==> src/rtl/pulse_line_driver_pkg.sv <==
// Shared line-driver definitions: FSM encodings
// and counter sizing helper.
package pulse_line_driver_pkg;

  localparam logic [1:0] ST_IDLE = 2'd0;
  localparam logic [1:0] ST_HIGH = 2'd1;
  localparam logic [1:0] ST_LOW  = 2'd2;

  typedef enum logic [1:0] {
    IDLE = ST_IDLE,
    HIGH = ST_HIGH,
    LOW  = ST_LOW
  } state_e;

  function automatic int cnt_w(
    input int h,
    input int l
  );
    int m;
    int w;
    m = (h > l) ? h : l;
    w = $clog2(m);
    return (w < 1) ? 1 : w;
  endfunction

endpackage

==> src/rtl/pulse_line_driver_sat_counter.sv <==
// Saturating up/down counter with a registered
// overflow strobe on a rejected increment.
module sat_counter
  import pulse_line_driver_pkg::*;
#(
  parameter int W = 4
) (
  input  logic         clk,
  input  logic         rst_n,
  input  logic         inc_i,
  input  logic         dec_i,
  output logic [W-1:0] count_o,
  output logic         overflow_o
);

  localparam logic [W-1:0] MAX = '1;

  logic [W-1:0] cnt_q, cnt_d;
  logic         ovf_q, ovf_d;

  always_comb begin
    cnt_d = cnt_q;
    ovf_d = 1'b0;
    if (inc_i && !dec_i) begin
      if (cnt_q == MAX) ovf_d = 1'b1;
      else cnt_d = cnt_q + 1'b1;
    end else if (dec_i && !inc_i) begin
      if (cnt_q != '0) cnt_d = cnt_q - 1'b1;
    end
  end

  always_ff @(posedge clk or negedge rst_n) begin
    if (!rst_n) begin
      cnt_q <= '0;
      ovf_q <= 1'b0;
    end else begin
      cnt_q <= cnt_d;
      ovf_q <= ovf_d;
    end
  end

  assign count_o    = cnt_q;
  assign overflow_o = ovf_q;

endmodule

==> src/rtl/pulse_line_driver.sv <==
// Event line transmitter: stretches trig strobes
// into spaced pulses, queueing overlapping events.
module pulse_line_driver
  import pulse_line_driver_pkg::*;
#(
  parameter int HIGH_CYCLES = 4,
  parameter int LOW_CYCLES  = 4,
  parameter int PEND_W      = 4
) (
  input  logic              clk,
  input  logic              rst_n,
  input  logic              trig,
  output logic              line,
  output logic              busy,
  output logic [PEND_W-1:0] pending,
  output logic              overflow
);

  localparam int CW = cnt_w(HIGH_CYCLES, LOW_CYCLES);
  localparam logic [CW-1:0] H_LD = CW'(HIGH_CYCLES - 1);
  localparam logic [CW-1:0] L_LD = CW'(LOW_CYCLES - 1);

  state_e        state_q;
  logic [CW-1:0] cnt_q;
  logic          line_q;
  logic          busy_q;

  logic low_end;
  logic start;
  logic inc;
  logic dec;
  logic pend_nz;

  assign pend_nz = (pending != '0);
  assign low_end = (state_q == LOW) && (cnt_q == '0);

  // start = an event is consumed this cycle
  assign start = ((state_q == IDLE) && trig)
              || (low_end && (pend_nz || trig));

  assign inc = trig && !start;
  assign dec = start && !trig && pend_nz;

  sat_counter #(
    .W (PEND_W)
  ) u_pend (
    .clk        (clk),
    .rst_n      (rst_n),
    .inc_i      (inc),
    .dec_i      (dec),
    .count_o    (pending),
    .overflow_o (overflow)
  );

  always_ff @(posedge clk or negedge rst_n) begin
    if (!rst_n) begin
      state_q <= IDLE;
      cnt_q   <= '0;
      line_q  <= 1'b0;
      busy_q  <= 1'b0;
    end else begin
      unique case (state_q)
        IDLE: begin
          if (trig) begin
            state_q <= HIGH;
            cnt_q   <= H_LD;
            line_q  <= 1'b1;
            busy_q  <= 1'b1;
          end
        end
        HIGH: begin
          if (cnt_q == '0) begin
            state_q <= LOW;
            cnt_q   <= L_LD;
            line_q  <= 1'b0;
          end else begin
            cnt_q <= cnt_q - 1'b1;
          end
        end
        LOW: begin
          if (cnt_q != '0) begin
            cnt_q <= cnt_q - 1'b1;
          end else if (start) begin
            state_q <= HIGH;
            cnt_q   <= H_LD;
            line_q  <= 1'b1;
          end else begin
            state_q <= IDLE;
            busy_q  <= 1'b0;
          end
        end
        default: begin
          state_q <= IDLE;
          cnt_q   <= '0;
          line_q  <= 1'b0;
          busy_q  <= 1'b0;
        end
      endcase
    end
  end

  assign line = line_q;
  assign busy = busy_q;

endmodule

==> config.mk <==
export PLATFORM = sky130hd
export DESIGN_NAME = pulse_line_driver
export DESIGN_NICKNAME = d
export VERILOG_FILES = /design/src/rtl/pulse_line_driver_pkg.sv /design/src/rtl/pulse_line_driver_sat_counter.sv /design/src/rtl/pulse_line_driver.sv
export SDC_FILE = /design/constraint.sdc
export NUM_CORES = 1
export LEC_CHECK = 0
export CAP_MARGIN = 25
export CORE_MARGIN = 5
export CORE_UTILIZATION = 32
export DETAILED_ROUTE_END_ITERATION = 10
export PLACE_DENSITY = 0.63
export SLEW_MARGIN = 20
export SYNTH_ARGS = -nofsm -noshare
export SYNTH_HDL_FRONTEND = slang
export SYNTH_SLANG_ARGS = --single-unit
==> constraint.sdc <==
create_clock -name clk -period 2.8 [get_ports clk]
set_clock_uncertainty 0.1 [all_clocks]
set_input_delay 0.7 -clock clk [delete_from_list [all_inputs] [get_ports clk]]
set_output_delay 0.7 -clock clk [all_outputs]
set_load 0.02 [all_outputs]
==> metrics.csv <==
stage,metric,value,unit
die,io_pins,10,
timing,setup_viol,0,
drt,firstDrtPassIters,4,
drt,drc,0,
die,initial_core_util,33.74,%
pwr,p_leak,0.0003458,µW
finish,fin_nets,86,
timing,timing.final.crit_share,82.27,%
cts,postCtsHoldBufs,0,
logic_synthesis,synth_cell_types,30,
global_routing,grtUsageTotal,9.908,%
global_routing,overflow,0,
timing,hold_ws,0.4361,ns
cts,postCtsSetupRepairBufs,0,
global_routing,grt_start_max_net_pins,16,
placement,gp_congestion,0.7426,
worst_setup_path,critPathCaptureType,flip-flop,
timing,slew_headroom,67.41,%
die,die_area,3078,µm²
cts,cts_resized,0,
finish,post-route-util,41.33,%
logic_synthesis,synth.avg_cell_area,10.03,µm²
die,coreArea,1962,µm²
timing,period_minus_slack,2.303,ns
logic_synthesis,ys_ff_latch,11,
drt,drt_iter0_drc,3,
drt,vias_per_cell,5.019,
global_routing,antenna_found_initial,0,
logic_synthesis,ys_warn_count,0,
worst_setup_path,cp.required,2.86,ns
worst_setup_path,cp-endpoint,u_pend.count_o[3],
timing,fmax,434.1,MHz
worst_setup_path,r2r_cells,10,
finish,diodes,0,
placement,dp_hpwl,955.8,µm
logic_synthesis,synth_cells,66,
drt,postRouteWirelength,1267,µm
cts,path_clk_slew,0.07,ns
worst_setup_path,crit_type,reg -> reg,
die,die_x,55.48,µm
worst_setup_path,reg2reg_slack,0.50,ns
worst_setup_path,crit_start,cnt_q[0],
global_routing,grt_pass1_wl,2421,µm
job,drv_cap,0,
logic_synthesis,yosysSeqAreaShare,41.59,%
worst_setup_path,reg2reg_to,u_pend.count_o[3],
cts,cts_root_buf,clkbuf_4,
worst_setup_path,startpoint_type,flip-flop,
worst_setup_path,crit_arrival,2.36,ns
cts,cts_tree,yes,
worst_setup_path,cp_max_fo,9,
global_routing,grt_pass1_vias,537,
drt,vias,527,
cts,clock-sinks,11,
drt,wire_per_inst,12.07,µm
cts,clock_latency,0.27,ns
worst_setup_path,reg2reg_from,cnt_q[0],
placement,dp_cells,101,
die,core.rowCount,16,
logic_synthesis,syn_nets,73,
drt,ant_nets,0,
die,die_h,55.48,µm
timing,slew_violations,0,
placement,port_buffers,9,
finish,final_cells,105,
cts,clk_path_buf_depth,2,
timing,fin_setup_tns,0,ns
timing,grt_setup_unrepaired,false,
finish,area_growth,22.50,%
timing,final_hold_viol_count,0,
finish,drive_above_1_share,14.10,%
outcome,outcome,finished clean,
min_path,hold_path.class,reg -> reg,
timing,worst-slew-pin-transition,0.4873,ns
pwr,p_per_area,1254,nW/µm²
logic_synthesis,syn_area,661.9,µm²
pwr,ir_drop,563.8,µV
cts,cts_buffers,3,
cts,h-tree-depth,1,
## per-stage QoR
step | power [µW] | setup WS, ns | cell area [µm²]
after CTS | 1038 | 0.4680 | 810.8
after global placement | 899.5 | 0.2950 | 784.5
final | 1017 | 0.4966 | 810.8
after floorplan | 746.6 | 0.4109 | 661.9
after global routing | 1134 | 0.2719 | 810.8
after detailed placement | 924.0 | 0.2639 | 784.5
## placed cells by master, fill, tap and decap left out
master and instances:
mux2_4 1, o211ai_1 1, mux2_2 1, o22ai_1 2, ha_1 3, fa_1 1, clkbuf_1 1, nor3_2 1
xor2_1 1, nand2_1 3, nand4_1 1, buf_4 2, o31ai_4 1, o21ai_0 4, clkdlybuf4s50_1 9, a211oi_1 1
a22oi_1 1, nand3_1 2, nor2_1 4, nor3_1 2, dfrtp_1 11, a21o_1 2, or3_1 2, inv_1 5
clkbuf_4 3, xnor2_1 3, nor2b_4 1, nor2b_1 1, a31oi_1 2, a21oi_1 5, and2_4 1
## layout make-up
type / instances / area [µm²]
multi-input combinational: 47 / 351.6
tap: 27 / 33.78
fill: 212 / 1151
timing repair buffer: 11 / 105.1
sequential: 11 / 275.3
inverter: 5 / 18.77
clock buffer: 4 / 26.28
## state kept, by name, indices dropped and copies added, names as in the netlist
register	flops
busy	1
u_pend.count_o	4
cnt_q	2
state_q	2
line	1
u_pend.overflow_o	1
## how the worst min path moves through the flow
| stage | from | slack [ns] | endpoint | cells after the start |
|---|---|---|---|---|
| after floorplan | rst_n | 0.30 | busy | 0 |
| after global placement | u_pend.count_o[3] | 0.42 | u_pend.count_o[3] | 1 |
| after detailed placement | u_pend.count_o[3] | 0.42 | u_pend.count_o[3] | 1 |
| after CTS | u_pend.count_o[3] | 0.44 | u_pend.count_o[3] | 1 |
| after global routing | u_pend.count_o[3] | 0.48 | u_pend.count_o[3] | 1 |
| final | u_pend.count_o[3] | 0.44 | u_pend.count_o[3] | 1 |
## power by group
group	leakage [µW]	total (µW)	switching [µW]	internal, µW
Clock	0.0000150	108	52.9	55.2
Combinational	0.000204	558	266	292
Sequential	0.000126	351	115	236
Total	0.000346	1020	434	583
## cell usage after synthesis, drive strengths merged
cell,count,area (µm²)
xor2,1,8.760
or3,2,12.51
clkbuf,1,3.750
nand2,3,11.26
buf,2,12.51
ha,3,37.54
nand4,1,6.260
a22oi,1,7.510
nor3,3,20.02
dfrtp,11,275.3
nor2,4,15.01
and2,1,8.760
a21oi,5,25.02
fa,1,20.02
mux2,2,26.27
nand3,2,10.01
o22ai,2,12.51
inv,5,18.77
xnor2,3,26.28
a21o,2,15.01
nor2b,2,20.02
a211oi,1,7.510
o21ai,4,20.02
o211ai,1,7.510
a31oi,2,12.51
o31ai,1,21.27
## critical path, cell delays in order (launching register included)
cell	delay (ns)
dfrtp_1	0.38
inv_1	0.07
ha_1	0.36
nor2b_4	0.08
o21ai_0	0.23
ha_1	0.27
a21o_1	0.18
a21oi_1	0.17
xnor2_1	0.13
nand2_1	0.08
xnor2_1	0.14
## kinds of logic after synthesis
| family | after synthesis | share of synthesized area (%) |
|---|---|---|
| buf+inv | 8 | 5.292 |
| mux | 2 | 3.969 |
| xor+xnor | 4 | 5.294 |
| fa+ha+maj | 4 | 8.696 |
| simple gates | 18 | 15.69 |
| flops | 11 | 41.59 |
| compound gates | 19 | 19.47 |
## layer usage
layer,share of wire [%],up-vias,GRT usage (%)
met5,0,-,0
met4,2.6,0,6.250
met3,5.8,4,3.030
met2,42,18,13.34
met1,50,246,13.49
li1,-,259,-
No activity file was read; power rests on OpenSTA's default activity.
